### src/rtl/conv_mmio_pkg.sv
// Shared types, register bit positions and address-map helpers for conv_mmio_engine.
// CONV_ACC_SATURATE_EN (optional) selects saturating accumulators in conv_mac_lane.
package conv_mmio_pkg;

    typedef enum logic [1:0] {
        StIdle,
        StRun,
        StDrain
    } conv_state_e;

    localparam int unsigned STATUS_DONE_BIT = 0;
    localparam int unsigned STATUS_BUSY_BIT = 1;
    localparam int unsigned STATUS_OVF_BIT  = 2;
    localparam int unsigned CTRL_START_BIT  = 0;
    localparam int unsigned CTRL_ACC_BIT    = 1;

    function automatic int unsigned weight_base(input int unsigned k);
        return 0 * k;
    endfunction

    function automatic int unsigned data_base(input int unsigned k);
        return k * k;
    endfunction

    function automatic int unsigned result_base(input int unsigned k, input int unsigned lanes);
        return k * k * (lanes + 1);
    endfunction

endpackage

### src/rtl/conv_mac_lane.sv
// One convolution lane: registered product feeding an accumulator.
// With CONV_ACC_SATURATE_EN the accumulator clamps at all-ones and flags o_clamp.
module conv_mac_lane #(
    parameter int unsigned PRECISION_WIDTH = 4,
    parameter int unsigned ACC_WIDTH       = 16
) (
    input  logic                       i_clk,
    input  logic                       i_rst,
    input  logic                       i_clr_prod,
    input  logic                       i_clr_acc,
    input  logic                       i_prod_en,
    input  logic                       i_acc_en,
    input  logic [PRECISION_WIDTH-1:0] i_weight,
    input  logic [PRECISION_WIDTH-1:0] i_data,
    output logic [ACC_WIDTH-1:0]       o_result,
    output logic                       o_clamp
);

    localparam int unsigned ProdW = 2 * PRECISION_WIDTH;

    logic [ProdW-1:0]     prod_q, prod_d;
    logic [ACC_WIDTH-1:0] acc_q, acc_d;
`ifdef CONV_ACC_SATURATE_EN
    localparam int unsigned SumW = ACC_WIDTH + 1;
    logic [SumW-1:0] sum;
`endif

    always_comb begin
        prod_d = prod_q;
        if (i_clr_prod) begin
            prod_d = '0;
        end else if (i_prod_en) begin
            prod_d = ProdW'(i_weight) * ProdW'(i_data);
        end
    end

    // Accumulates the product registered on the previous cycle.
    always_comb begin
        acc_d   = acc_q;
        o_clamp = 1'b0;
`ifdef CONV_ACC_SATURATE_EN
        sum = SumW'(acc_q) + SumW'(prod_q);
`endif
        if (i_clr_acc) begin
            acc_d = '0;
        end else if (i_acc_en) begin
`ifdef CONV_ACC_SATURATE_EN
            if (sum[ACC_WIDTH]) begin
                acc_d   = '1;
                o_clamp = 1'b1;
            end else begin
                acc_d = sum[ACC_WIDTH-1:0];
            end
`else
            acc_d = acc_q + ACC_WIDTH'(prod_q);
`endif
        end
    end

    always_ff @(posedge i_clk) begin
        if (i_rst) begin
            prod_q <= '0;
            acc_q  <= '0;
        end else begin
            prod_q <= prod_d;
            acc_q  <= acc_d;
        end
    end

    assign o_result = acc_q;

endmodule

### src/rtl/conv_mmio_engine.sv
// Memory-mapped KxK convolution engine: weight/data banks, tap-serial MAC over LANES lanes.
// Optional CONV_ACC_SATURATE_EN makes results saturate and drives the sticky overflow flag.
module conv_mmio_engine
    import conv_mmio_pkg::*;
#(
    parameter int unsigned PRECISION_WIDTH  = 4,
    parameter int unsigned KERNEL_SIZE      = 3,
    parameter int unsigned LANES            = 8,
    parameter int unsigned VALID_ADDR_WIDTH = 14,
    parameter int unsigned DATA_WIDTH       = 32,
    parameter int unsigned ACC_WIDTH        =
        2 * PRECISION_WIDTH + $clog2(KERNEL_SIZE * KERNEL_SIZE) + 4
) (
    input  logic                        i_clk,
    input  logic                        i_rst,
    input  logic                        i_we,
    input  logic [VALID_ADDR_WIDTH-1:0] i_write_addr,
    input  logic [DATA_WIDTH-1:0]       i_data,
    input  logic                        i_re,
    input  logic [VALID_ADDR_WIDTH-1:0] i_read_addr,
    output logic [DATA_WIDTH-1:0]       o_data
);

    localparam int unsigned T          = KERNEL_SIZE * KERNEL_SIZE;
    localparam int unsigned TapW       = (T > 1) ? $clog2(T) : 1;
    localparam int unsigned WBase      = weight_base(KERNEL_SIZE);
    localparam int unsigned DBase      = data_base(KERNEL_SIZE);
    localparam int unsigned RBase      = result_base(KERNEL_SIZE, LANES);
    localparam int unsigned StatusAddr = (32'd1 << VALID_ADDR_WIDTH) - 32'd1;
    localparam int unsigned CtrlAddr   = (32'd1 << VALID_ADDR_WIDTH) - 32'd2;

    logic [PRECISION_WIDTH-1:0] weight_q [T];
    logic [PRECISION_WIDTH-1:0] data_q   [LANES][T];
    logic [ACC_WIDTH-1:0]       result   [LANES];
    logic [LANES-1:0]           lane_clamp;

    conv_state_e   state_q, state_d;
    logic [TapW-1:0] tap_q, tap_d;
    logic          done_q, done_d, ovf_q, ovf_d;
    logic          busy, bank_we, start_wr, status_rd;
    logic          clr_prod, clr_acc, prod_en, acc_en, done_set;
    logic [31:0]   waddr, raddr;
    logic          unused_wdata;

    assign waddr        = 32'(i_write_addr);
    assign raddr        = 32'(i_read_addr);
    assign unused_wdata = ^i_data[DATA_WIDTH-1:PRECISION_WIDTH];

    assign busy      = (state_q != StIdle);
    assign bank_we   = i_we && !busy;
    assign start_wr  = bank_we && (waddr == CtrlAddr) && i_data[CTRL_START_BIT];
    assign status_rd = i_re && (raddr == StatusAddr);

    always_ff @(posedge i_clk) begin
        if (i_rst) begin
            weight_q <= '{default: '0};
            data_q   <= '{default: '0};
        end else if (bank_we) begin
            for (int unsigned t = 0; t < T; t++) begin
                if (waddr == WBase + t) weight_q[t] <= i_data[PRECISION_WIDTH-1:0];
            end
            for (int unsigned l = 0; l < LANES; l++) begin
                for (int unsigned t = 0; t < T; t++) begin
                    if (waddr == DBase + l * T + t) data_q[l][t] <= i_data[PRECISION_WIDTH-1:0];
                end
            end
        end
    end

    always_comb begin
        state_d  = state_q;
        tap_d    = tap_q;
        clr_prod = 1'b0;
        clr_acc  = 1'b0;
        prod_en  = 1'b0;
        acc_en   = 1'b0;
        done_set = 1'b0;
        case (state_q)
            StIdle: begin
                if (start_wr) begin
                    state_d  = StRun;
                    tap_d    = '0;
                    clr_prod = 1'b1;
                    clr_acc  = !i_data[CTRL_ACC_BIT];
                end
            end
            StRun: begin
                prod_en = 1'b1;
                acc_en  = 1'b1;
                if (tap_q == TapW'(T - 1)) begin
                    state_d = StDrain;
                end else begin
                    tap_d = tap_q + 1'b1;
                end
            end
            StDrain: begin
                acc_en   = 1'b1;
                done_set = 1'b1;
                state_d  = StIdle;
            end
            default: state_d = StIdle;
        endcase
    end

    // Setting a flag wins over the read-to-clear in the same cycle.
    always_comb begin
        done_d = done_q;
        ovf_d  = ovf_q;
        if (status_rd) begin
            done_d = 1'b0;
            ovf_d  = 1'b0;
        end
        if (done_set) done_d = 1'b1;
        if (|lane_clamp) ovf_d = 1'b1;
    end

    always_ff @(posedge i_clk) begin
        if (i_rst) begin
            state_q <= StIdle;
            tap_q   <= '0;
            done_q  <= 1'b0;
            ovf_q   <= 1'b0;
        end else begin
            state_q <= state_d;
            tap_q   <= tap_d;
            done_q  <= done_d;
            ovf_q   <= ovf_d;
        end
    end

    for (genvar l = 0; l < LANES; l++) begin : g_lane
        conv_mac_lane #(
            .PRECISION_WIDTH(PRECISION_WIDTH),
            .ACC_WIDTH      (ACC_WIDTH)
        ) u_lane (
            .i_clk     (i_clk),
            .i_rst     (i_rst),
            .i_clr_prod(clr_prod),
            .i_clr_acc (clr_acc),
            .i_prod_en (prod_en),
            .i_acc_en  (acc_en),
            .i_weight  (weight_q[tap_q]),
            .i_data    (data_q[l][tap_q]),
            .o_result  (result[l]),
            .o_clamp   (lane_clamp[l])
        );
    end

    always_comb begin
        o_data = '0;
        if (i_re) begin
            for (int unsigned t = 0; t < T; t++) begin
                if (raddr == WBase + t) o_data = DATA_WIDTH'(weight_q[t]);
            end
            for (int unsigned l = 0; l < LANES; l++) begin
                for (int unsigned t = 0; t < T; t++) begin
                    if (raddr == DBase + l * T + t) o_data = DATA_WIDTH'(data_q[l][t]);
                end
                if (raddr == RBase + l) o_data = DATA_WIDTH'(result[l]);
            end
            if (raddr == StatusAddr) begin
                o_data[STATUS_DONE_BIT] = done_q;
                o_data[STATUS_BUSY_BIT] = busy;
                o_data[STATUS_OVF_BIT]  = ovf_q;
            end
            if (raddr == CtrlAddr) o_data[CTRL_START_BIT] = busy;
        end
    end

endmodule

### config.mk
export PLATFORM = sky130hd
export DESIGN_NAME = conv_mmio_engine
export DESIGN_NICKNAME = d
export VERILOG_FILES = /design/src/rtl/conv_mmio_pkg.sv /design/src/rtl/conv_mac_lane.sv /design/src/rtl/conv_mmio_engine.sv
export SDC_FILE = /design/constraint.sdc
export NUM_CORES = 2
export LEC_CHECK = 0
export ABC_CLOCK_PERIOD_IN_PS = 11300
export BUFFER_PORTS_ARGS = -buffer_cell sky130_fd_sc_hd__buf_2
export CAP_MARGIN = 40
export CORE_MARGIN = 3
export CORE_UTILIZATION = 35
export DETAILED_ROUTE_END_ITERATION = 7
export GPL_ROUTABILITY_DRIVEN = 0
export PLACE_DENSITY_LB_ADDON = 0.12
export SETUP_SLACK_MARGIN = 0.4
export SLEW_MARGIN = 40
export SYNTH_ARGS = -nofsm -noshare
export SYNTH_HDL_FRONTEND = slang
export SYNTH_SLANG_ARGS = --single-unit
export TNS_END_PERCENT = 1
### constraint.sdc
create_clock -name i_clk -period 11.3 [get_ports i_clk]
set_input_delay 0.565 -clock i_clk [delete_from_list [all_inputs] [get_ports i_clk]]
set_output_delay 0.565 -clock i_clk [all_outputs]
set_load 0.05 [all_outputs]
==> metrics.txt <==
Post-DRT Antenna Nets=0; Post-CTS Setup Inserts=0; Worst-Skew Late Latency=around 0.62 ns; total iterations of the first detailed-routing run=6; Clock Skews=around 0.022 ns; Final Slew Violations=0; area leader, netlist=dfxtp_1; first-pass GRT wire length=197.1 mm; register area=10480 um^2; iteration-0 DRC count of the detailed router=3445; Post-synth ARST share=0; Row Count=112; Hold Startpoint=i_rst; CP Max Fanout=39; CP Data Arrival Time=around 5.5 ns; number of remaining DRC errors=0; sequence of cells on the critical path=buf_2 > buf_4 > nand2_1 > nor2_1 > nand2_1 > nand3_1 > a32o_1 > a211oi_1 > a221oi_1 > o221ai_1 > a21oi_1 > buf_2; total gr overflow=0; Max H-tree Level=3; Final #Nets=approximately 4200; Mapped Area=33200 um^2; Net Sw Frac=0.2542; Seq pwr share=0.428; Post-synth top cells=616 x nor2_1, 523 x dfxtp_1, 384 x nand2_1; Die W=~310 um; Finished Layout Cells=around 5200; post-CTS resize count=0; Clock Power Share=0.511; Setup crit end kind=output port; clk sinks=between 500 and 600; R2R Path Start=tap_q[0]$_SDFFE_PP0P_; # port buffers=51; dpl hpwl=approximately 96 mm; Clock Tree Buf Depth=3; Slowest-stage cell, CP=nor2_1; GRT Util Overall=0.2658; via count=30319; crit path kind=in2out; Placed Instances=slightly above 5000; top-count cell post-synth=nor2_1; setup ws final=roughly 5.3 ns; CTS Hold Buffers Added=0; hold crit path type=in2reg; P&R area growth vs syn=11.45%; initial antenna violation count=6; yosys warns=0; leakage dissipation=between 0.01 and 0.015 uW; Post-synth EDFFs=0; share of power burned in combinational logic=0.061; status=completed; Mean Syn Cell Area=between 8 and 9 um^2; final wirelength=133.8 mm; fin area=between 30000 and 40000 um^2; Mapped Cells=roughly 4000; Pint=about 3200 uW; pre-CTS WS=~5.5 ns; sequential area share after synthesis=0.3153; CTS tree=built; Total Die Area=between 90000 and 100000 um^2; WP data required=10.74 ns; RSZ-0062 raised after global routing=false; final hold vios=0; slew margin rel.=0.3565; crit path from=i_read_addr[2]; WL per Instance=approximately 26 um; vias in the first global route=between 20000 and 30000; CP Launch Type=input pin; Synth top area share=0.3153; Max stage delay on crit path=0.91 ns; number of library cell types mapped by synthesis=87; final sum of negative setup slack=0 ns; Worst Tran Pin Value=about 0.96 ns; Placed Instance Area=~35000 um^2; Multi-input gate area=roughly 21000 um^2; Die Y=~310 um; Max Freq=around 0.17 GHz; CTS Root Cell=clkbuf_16; number of max-cap violations=0; Final min period=roughly 6.0 ns; Starting Density=0.3542; vias per cell=around 5.8; layout cells sized above 1=0.1015; worst vdd rail ir drop=between 80 and 90 uV; largest net degree at the start of global routing=86; # IOs=96; Largest delay share family, worst path=simple AND/OR/NAND/NOR gates; fillers=~9700; clock slew seen by the registers of the worst setup and hold paths=0.06 ns; FF+latch count, synth=roughly 520; CP bufs+invs=3; core area=between 90000 and 100000 um^2; Final setup viols=0; final worst-path cycle share=0.5340; total CTS buffers=67; Cell Pwr Density=around 120 nW/um^2; top cells by area in the synthesized netlist=dfxtp_1 32%, mux2i_1 11%, nor2_1 7.0%, ha_1 6.2%, mux4_2 5.0%; predominant post-synthesis flop cell=dfxtp_1; NetSw=between 1000 and 1500 uW
-- layer usage --
metal / part of all wire / track usage / up-vias
met1: 0.45 / 0.3734 / 14492
met4: 0.053 / 0.1239 / 2
met2: 0.42 / 0.3928 / 1431
li1: - / - / 14048
met5: 0.000075 / 0 / -
met3: 0.086 / 0.04977 / 346
-- path summary, 6_finish.rpt --
| path | cells past startpoint | slack [ns] | end |
|---|---|---|---|
| max reg2reg | 17 | 5.86 | g_lane[1].u_lane.prod_q[7]$_SDFFE_PP0P_ |
| max | 12 | 5.27 | o_data[0] |
| min reg2reg | 2 | 0.47 | g_lane[7].u_lane.prod_q[0]$_SDFFE_PP0P_ |
| min | 2 | 0.37 | data_q[195]$_SDFFE_PP0P_ |
-- stage by stage --
step	utilization	hold slack (ns)	power (uW)
final	0.3947	0.3683	4308
after global routing	0.3946	0.3843	4433
after CTS	0.3942	0.3522	4343
after detailed placement	0.3704	0.4582	2135
after global placement	0.3689	0.4510	2132
after floorplan	-	0.4362	2032
-- cells by family (layout without fill, tap and decap cells) --
kind of cell / Yosys count / after routing / share of synthesized area
AO/OA/AOI/OAI: 870 / 870 / 0.1654
XOR/XNOR: 96 / 96 / 0.02532
adder cells (fa/ha/maj): 205 / 205 / 0.08629
buffers and inverters: 412 / 374 / 0.05140
flip-flops: 523 / 523 / 0.3153
multiplexers: 461 / 461 / 0.1675
other: 1 / 19 / 0.0001129
AND/OR/NAND/NOR: 1415 / 1415 / 0.1887
-- placed cells by master (no fill, tap or decap), types with 12 or more instances in the layout --
master / count
a211oi_1: 33
a21o_1: 62
a21oi_1: 294
a221oi_1: 17
a22oi_1: 56
a31oi_1: 21
a41oi_1: 17
and3_1: 20
buf_2: 44
buf_4: 87
clkbuf_1: 13
clkbuf_16: 71
clkbuf_8: 12
conb_1: 16
dfxtp_1: 519
fa_1: 40
ha_1: 163
inv_1: 113
mux2_2: 16
mux2i_1: 370
mux4_2: 74
nand2_1: 384
nand2b_1: 19
nand3_1: 171
nand4_1: 22
nor2_1: 612
nor2b_1: 24
nor3_1: 42
o21a_1: 39
o21ai_0: 165
o221ai_1: 12
o22ai_1: 31
or3_1: 41
xnor2_1: 52
xor2_1: 44
-- power by group through the flow --
stage	Clock [uW]	Sequential (uW)	Combinational [uW]
floorplan	0	1880	148
global placement	0	1880	248
detailed placement	0	1880	250
CTS	2250	1840	251
global route	2320	1840	267
finish	2200	1840	263
-- cell type report --
type | count | area share
clock inverters | 23 | 0.006560
diodes | 3 | 0.0002029
clock buffers | 96 | 0.05380
multi-input cells | 3063 | 0.5748
well taps | 1254 | 0.04240
inverters | 115 | 0.01167
repair buffers | 140 | 0.02735
flip-flops and latches | 523 | 0.2832
-- state kept, by name (all words and copies together) (netlist names) --
name                    count
g_lane.u_lane.prod_q       64
done_q                      1
data_q                    288
tap_q                       4
state_q                     2
weight_q                   36
g_lane.u_lane.o_result    128
Power figures use the tool's default switching activity.
